===== src/rtl/ring_johnson_counter_if.sv =====
// Control and status bundle for the ring/Johnson sequencer.
// The master steers the counter; the slave owns the registered state.
interface ring_johnson_counter_if #(
    parameter int WIDTH = 4
);
    logic             en;
    logic             mode;
    logic             dir;
    logic             load;
    logic [WIDTH-1:0] load_val;
    logic [WIDTH-1:0] result;
    logic             wrap;
    logic             err;

    modport master (
        output en, mode, dir, load, load_val,
        input  result, wrap, err
    );

    modport slave (
        input  en, mode, dir, load, load_val,
        output result, wrap, err
    );
endinterface


===== src/rtl/ring_johnson_counter.sv =====
// One-hot ring or Johnson counter, bidirectional, with load,
// self-correction of illegal states, and wrap/err pulses.
module ring_johnson_counter #(
    parameter int WIDTH = 4
) (
    input logic                  clk,
    input logic                  rst,
    ring_johnson_counter_if.slave bus
);
    localparam logic [WIDTH-1:0] HOME = {{(WIDTH-1){1'b0}}, 1'b1};
    localparam logic [WIDTH-1:0] ONE  = {{(WIDTH-1){1'b0}}, 1'b1};

    generate
        if (WIDTH < 2) begin : g_width_check
            $error("ring_johnson_counter: WIDTH must be >= 2");
        end
    endgenerate

    logic [WIDTH-1:0] q;
    logic [WIDTH-1:0] q_inv;
    logic [WIDTH-1:0] nxt;
    logic             ring_ok;
    logic             john_ok;
    logic             legal;

    assign q     = bus.result;
    assign q_inv = ~q;

    // x & (x+1) == 0 holds exactly for x = 2^k - 1 (LSB-anchored run).
    assign ring_ok = (q != '0) && ((q & (q - ONE)) == '0);
    assign john_ok = ((q & (q + ONE)) == '0) ||
                     ((q_inv & (q_inv + ONE)) == '0);
    assign legal   = bus.mode ? john_ok : ring_ok;

    always_comb begin
        nxt = q;
        case ({bus.mode, bus.dir})
            2'b00:   nxt = {q[WIDTH-2:0], q[WIDTH-1]};
            2'b01:   nxt = {q[0], q[WIDTH-1:1]};
            2'b10:   nxt = {q[WIDTH-2:0], ~q[WIDTH-1]};
            2'b11:   nxt = {~q[0], q[WIDTH-1:1]};
            default: nxt = q;
        endcase
    end

    always_ff @(posedge clk or posedge rst) begin
        if (rst) begin
            bus.result <= HOME;
            bus.wrap   <= 1'b0;
            bus.err    <= 1'b0;
        end else if (bus.load) begin
            bus.result <= bus.load_val;
            bus.wrap   <= 1'b0;
            bus.err    <= 1'b0;
        end else if (bus.en) begin
            if (!legal) begin
                bus.result <= HOME;
                bus.wrap   <= 1'b0;
                bus.err    <= 1'b1;
            end else begin
                bus.result <= nxt;
                bus.wrap   <= (nxt == HOME);
                bus.err    <= 1'b0;
            end
        end else begin
            bus.wrap <= 1'b0;
            bus.err  <= 1'b0;
        end
    end
endmodule


===== src/flat_wrapper.sv =====
// flat-port wrapper written by rule: the top's interface ports become plain ports
module ring_johnson_counter_flat 
#(
    parameter int WIDTH = 4
)
  (clk, rst, bus_en, bus_mode, bus_dir, bus_load, bus_load_val, bus_result, bus_wrap, bus_err);
  ring_johnson_counter_if #(.WIDTH(WIDTH)) bus_i ();
  input logic clk;
  input logic rst;
  input wire logic [$bits(bus_i.en)-1:0] bus_en;
  input wire logic [$bits(bus_i.mode)-1:0] bus_mode;
  input wire logic [$bits(bus_i.dir)-1:0] bus_dir;
  input wire logic [$bits(bus_i.load)-1:0] bus_load;
  input wire logic [$bits(bus_i.load_val)-1:0] bus_load_val;
  output wire logic [$bits(bus_i.result)-1:0] bus_result;
  output wire logic [$bits(bus_i.wrap)-1:0] bus_wrap;
  output wire logic [$bits(bus_i.err)-1:0] bus_err;
  assign bus_i.en = bus_en;
  assign bus_i.mode = bus_mode;
  assign bus_i.dir = bus_dir;
  assign bus_i.load = bus_load;
  assign bus_i.load_val = bus_load_val;
  assign bus_result = bus_i.result;
  assign bus_wrap = bus_i.wrap;
  assign bus_err = bus_i.err;
  ring_johnson_counter #(.WIDTH(WIDTH)) u_core (.clk(clk), .rst(rst), .bus(bus_i));
endmodule

===== config.mk =====
export PLATFORM = sky130hd
export DESIGN_NAME = ring_johnson_counter_flat
export DESIGN_NICKNAME = d
export VERILOG_FILES = /design/src/rtl/ring_johnson_counter_if.sv /design/src/rtl/ring_johnson_counter.sv /design/src/flat_wrapper.sv
export SDC_FILE = /design/constraint.sdc
export NUM_CORES = 1
export LEC_CHECK = 0
export CAP_MARGIN = 10
export CORE_AREA = 5 5 42 44
export CTS_BUF_LIST = sky130_fd_sc_hd__clkbuf_8
export DETAILED_ROUTE_END_ITERATION = 8
export DIE_AREA = 0 0 47 49
export GPL_TIMING_DRIVEN = 0
export PLACE_DENSITY = 0.64
export SYNTH_ARGS = -nofsm -noshare
export SYNTH_HDL_FRONTEND = slang
export SYNTH_SLANG_ARGS = --single-unit

===== constraint.sdc =====
create_clock -name clk -period 1.4 [get_ports clk]
set_input_delay 0.21 -clock clk [delete_from_list [all_inputs] [get_ports clk]]
set_output_delay 0.21 -clock clk [all_outputs]
set_load 0.03 [all_outputs]

== Word level (Yosys, flattened, before mapping) ==
Index checks and enable logic that the tools add are counted.
Storage, ports and cells
  flip-flop bits (word level): 6
  latch bits: 0
  bits in writable memories: 0
  memory bits (read-only): 0
  input bits: 10
  output and inout bits: 6
  memories kept: 0
Operators by class
  add/subtract/negate cells: 3
  multipliers: 0
  div/mod/pow operators: 0
  $lt $le $gt $ge: 0
  equal/unequal tests: 4
  shift operators: 0
  mux-type cells: 11
  bitwise operators: 6
  reductions and logical operators: 8
Operators by type and width (number)
  $pmux 4 s4: 1
  $and 4x4->4: 3
  $logic_not 4->1: 3
  $mux 4: 3
  $add 4x1->4 const B: 2
  $mux 1: 7
  $eq 2x2->1 const B: 2
  $eq 4x1->1 const B: 1
  $not 4->4: 1
  $reduce_bool 4->1: 1
  $sub 4x1->4 const B: 1
  $eq 2x1->1 const B: 1
  $logic_not 2->1: 1
  $not 1->1: 2
  $reduce_bool 2->1: 1
  $logic_and 1x1->1: 1
  $logic_or 1x1->1: 1

== Depth between registers and ports, before layout ==
  depth in word-level cells: 9
  gate-level depth with buffers: 5
  depth with buffers taken out: 4

== Worst setup path before layout ==
Ideal clock, no wire load.
  path type: register to register
  from: register u_core.bus.result[3]
  to: register u_core.bus.result[0]
  arrival: 1.482 ns
  required time: 1.323 ns
  slack: -0.159 ns
  cell stages (with the launch flop): 5
  clock period less this slack: 1.559 ns
  path through: dfrtp_1 -> or3_4 -> a21o_1 -> a22o_1 -> a31oi_1
Between the ends
  cells in the longest elaborated chain, start to end: 9
Ends and longest elaborated chain
  start: declaration: RTL line ring_johnson_counter_if.sv:22  | output result, wrap, err
  start signal: assignment: RTL line ring_johnson_counter.sv:52  | bus.result <= bus.load_val;
  start signal: assignment: RTL line ring_johnson_counter.sv:61  | bus.result <= nxt;
  $not 4->4: RTL line ring_johnson_counter.sv:27  | assign q_inv = ~q;
  $add 4x1->4: RTL line ring_johnson_counter.sv:32  | ((q_inv & (q_inv + ONE)) == '0);
  $and 4x4->4: RTL line ring_johnson_counter.sv:32
  $logic_not 4->1: RTL line ring_johnson_counter.sv:32
  $logic_or 1x1->1: RTL line ring_johnson_counter.sv:31  | assign john_ok = ((q & (q + ONE)) == '0) ||
  $mux 1: RTL line ring_johnson_counter.sv:33  | assign legal = bus.mode ? john_ok : ring_ok;
  $mux 4 (*): RTL line ring_johnson_counter.sv:56  | if (!legal) begin
  $mux 4 (*): RTL line ring_johnson_counter.sv:55  | end else if (bus.en) begin
  $mux 4 (*): RTL line ring_johnson_counter.sv:51  | end else if (bus.load) begin
Mark *: on every way between the ends. The rest lies on a longest branch, timed or not. The select of a mux whose other input is x is not followed.
A chain may end at the register's enable or synchronous reset.

== Final worst setup path ==
  from: register u_core.bus.result[3]
  to: register u_core.bus.result[3]
Between the ends
  cells in the longest elaborated chain, start to end: 9
Ends and longest elaborated chain (RTL line)
  $not 4->4: ring_johnson_counter.sv:27
  $add 4x1->4: ring_johnson_counter.sv:32
  $and 4x4->4: ring_johnson_counter.sv:32
  $logic_not 4->1: ring_johnson_counter.sv:32
  $logic_or 1x1->1: ring_johnson_counter.sv:31
  $mux 1 (*): ring_johnson_counter.sv:33
  $mux 4 (*): ring_johnson_counter.sv:56
  $mux 4 (*): ring_johnson_counter.sv:55
  $mux 4 (*): ring_johnson_counter.sv:51
Marks and branches as above.

==> metrics list <==
* Post-detailed-route via-to-cell ratio: 4.94
- After global routing, the most crowded layer is met1.
- Worst Setup Path Type: flip-flop to flip-flop
- Die height: 49 um
* Setup slack after layout: -0.0645 ns
* Critical Path End Type: flip-flop
- The first global-routing pass estimated 1730 um of wire.
* Post-Synthesis Net Count: 58
* Worst reg-to-reg setup slack: -0.06 ns
- In this run, CTS created clock tree buffers numbering 3.
- Hold is met by 0.200 ns.
* Clock transition at path regs: 0.04 ns
- The worst register-to-register path ends at u_core.bus.result[3].
- The total count of max-transition violations in the final report came to 0.
- Largest net degree at the start of global routing: 10
* Final setup violation count: 3
* Die footprint: 2300 sq um
* Final Hold Fails: 0
* Sink count of the clock tree: 6
- Ordered cell list for the critical path: or3_4 -> a31oi_4 -> a22oi_2 -> o31ai_1
* Share of synthesized flip-flops with an asynchronous set or reset: 100%
* Core area: 1400 sq um
- Between clock sinks in the finished design, the worst skew comes to 0.00615 ns.
* Post-synth EDFFs: 0
- Synthesis inferred 6 register bits.
* Source of the worst register-to-register timing path: u_core.bus.result[3]
* Global placer's final weighted congestion: 0.747
* Final net count: 78
* Lkg Pwr: 0.283 nW
* Number of core rows: 14
- Area overhead of the layout relative to synthesis: 47.2%
- Input and output buffers added on the ports amount to 12.
* Gr usage total: 10.4%
- Violated checks: negative setup slack
* Remaining design rule violation count: 0
- OpenSTA, run right after detailed placement, puts the worst setup slack at -0.113 ns.
- Among all flip-flop cells after synthesis, the most frequent one is sky130_fd_sc_hd__dfrtp_1.
* Total wire length after detailed routing: 1040 um
- Together, buffers and inverters on the worst path number 0.
- TritonCTS clock tree: done
- From left edge to right edge, the die measures 47 um.
- For this run, the number of Yosys warnings is 0.
- Antenna violations before repair: 0
- Library cell occupying the most area in the post-synthesis netlist: sky130_fd_sc_hd__dfrtp_1
* Initial DRC count: 7
* Setup Total Neg Slack: -0.121 ns
- At the worst endpoint, the required time is 1.51 ns.
- Top cells by area in the synthesized netlist: sky130_fd_sc_hd__dfrtp_1, sky130_fd_sc_hd__o31ai_1, sky130_fd_sc_hd__dfstp_2
- Total overflow reported by the global router: 0
* Critical path peak fanout: 3
- For met2 alone, demand over resource in global routing was 13.6%.
- For this run, the detailed router's first-pass iteration total came to 3.
- Across the run, the number of max-cap violations was 0.
- Measured in cells, the most critical reg-to-reg path has a length of 4.
* Worst-skew pair later-pin latency: 0.22 ns
- Cell area after placement: 586 sq um
- Met3 track demand over resource: 3.69%
* Min cycle time layout: 1.46 ns
- Unrepaired setup endpoints after global routing: true
* Worst endpoint data arrival time: 1.58 ns
* GR Util met1: 13.9%
- STA classifies the critical path startpoint as a flip-flop.
- Root Buffer Master: sky130_fd_sc_hd__clkbuf_8
* Top Ports: 16
- Worst min-delay path class: primary input to async pin
- For this design the ratio of total power to cell area is 1080 nW/um^2.
- The synthesized netlist occupies a cell area of 443 sq um.
- H-tree lvl count: 1
- Once layout is done, the placed cells without fillers occupy 652 sq um.
- In this design, the stage delay of the slowest critical-path cell is 0.40 ns.
* Routed wire length per instance: 12.5 um
* Hold-fix buffers at CTS: 0
- Ratio of cells with drive above 1 in the final layout: 26.9%
- Mapped Avg Cell Area: 9.23 sq um
* Cell with the largest stage delay on the worst path: sky130_fd_sc_hd__dfrtp_2
- Antenna fix cells: 0
- Starting utilization of the core area: 31.6%
* Top cell types by occurrence after synthesis: sky130_fd_sc_hd__a21oi_1, sky130_fd_sc_hd__dfrtp_1, sky130_fd_sc_hd__o31ai_1
- The number of different library cells used by synthesis comes to 25.
- Number of routed nets with antenna violations: 0
- The number of global-route vias before repair was 403.
* Maximum vdd drop: 0.000437 V
- Dividing the final minimum period by the clock period gives 105%.
- For the pin with the worst max-slew slack, the measured transition is 0.336 ns.
- Final Core Density: 46.5%
* Headroom to the max-slew limit: 77.6%
* Fraction of the yosys area taken by sequential cells: 34.2%
- The longest clock path from root to sink contains 2 buffers.
* DR vias: 410
- Summed over its instances, the top area cell type makes up 28.2% of the synthesized netlist area.
- Achievable frequency: 683 MHz
- Synthesis produced a netlist whose cell count is 48.
- The kind of cell with the highest combined delay along the critical path is compound AO/OA/AOI/OAI gates.
- The run finished, with violations left.
* Fillers: 152
## per-layer routing
| metal | vias up | routed length (um) |
|---|---|---|
| met2 | 13 | 456 |
| met5 | - | 0 |
| met1 | 178 | 497 |
| li1 | 217 | - |
| met4 | 0 | 10 |
| met3 | 2 | 74 |
## worst register-to-register path: cells and delay by family, from the launching register on
kind	cells	cell delay, ns
AND/OR/NAND/NOR	1	0.40
flip-flops	1	0.40
AO/OA/AOI/OAI	3	0.56
## where the power goes
| part | internal [mW] | switching (mW) | total [mW] |
|---|---|---|---|
| Sequential | 0.195 | 0.0183 | 0.213 |
| Combinational | 0.107 | 0.127 | 0.234 |
| Clock | 0.188 | 0.0718 | 0.260 |
| Total | 0.489 | 0.218 | 0.707 |
## cells by family (layout without fill, tap and decap cells)
| family | after synthesis | after routing | share of synthesized area [%] |
|---|---|---|---|
| buffers and inverters | 6 | 25 | 7.06 |
| muxes | 2 | 2 | 4.52 |
| xor gates and xnor gates | 2 | 2 | 3.96 |
| DFF | 6 | 6 | 34.2 |
| and+or+nand+nor | 14 | 14 | 20.1 |
| AOI/OAI and AO/OA | 18 | 18 | 30.2 |
## what timing repair did
action | in CTS | in global routing
pin swaps | 0 | 3
buffers inserted | 3 | 0
gates resized for setup | 6 | 2
setup endpoints to repair | 11 | 6
## registers in the layout, indices dropped and copies added (netlist names)
register,cells
u_core.bus.err,1
u_core.bus.wrap,1
u_core.bus.result,4
## how the worst max path moves through the flow
stage,start,to,slack (ns),cells past startpoint
2_1_floorplan,u_core.bus.result[3],u_core.bus.result[0],-0.09,4
3_3_place_gp,u_core.bus.result[2],bus_result[2],-0.1,1
3_5_place_dp,u_core.bus.result[3],u_core.bus.result[0],-0.11,4
4_1_cts,u_core.bus.result[3],u_core.bus.result[0],-0.05,4
5_1_grt,u_core.bus.result[3],u_core.bus.result[0],-0.11,4
6_report,u_core.bus.result[3],u_core.bus.result[3],-0.06,4
## per-stage QoR
stage,std cells,power (mW)
floorplan,48,0.365
finish,83,0.707
detailed placement,76,0.441
global route,83,0.749
global placement,76,0.440
CTS,83,0.707
## final cells by class
| cell class | instances | area, sq um | share of cell area (%) |
|---|---|---|---|
| plain buffers | 4 | 23.8 | 3.65 |
| clock buffers | 3 | 41.3 | 6.33 |
| clock inverters | 1 | 3.75 | 0.576 |
| inverters | 2 | 7.51 | 1.15 |
| multi-input cells | 36 | 265 | 40.7 |
| flip-flops and latches | 6 | 155 | 23.8 |
| well taps | 16 | 20.0 | 3.07 |
| repair buffers | 15 | 135 | 20.7 |
## placed cells by master, fill, tap and decap left out, drive strengths merged
cell type      synthesis  final
clkdlybuf4s50          0      6
dlygate4sd2            0      6
a21oi                  5      5
o31ai                  5      5
clkbuf                 2      5
buf                    2      5
dfrtp                  5      5
o21ai                  3      3
nor3b                  3      3
inv                    2      3
nand2                  2      2
mux2i                  2      2
nand2b                 2      2
xnor2                  2      2
nor2                   2      2
a31oi                  2      2
and2b                  1      1
nand3                  1      1
or3                    1      1
a21o                   1      1
a22oi                  1      1
a22o                   1      1
and3                   1      1
nor4                   1      1
dfstp                  1      1
(Power assumes the default switching activity.)
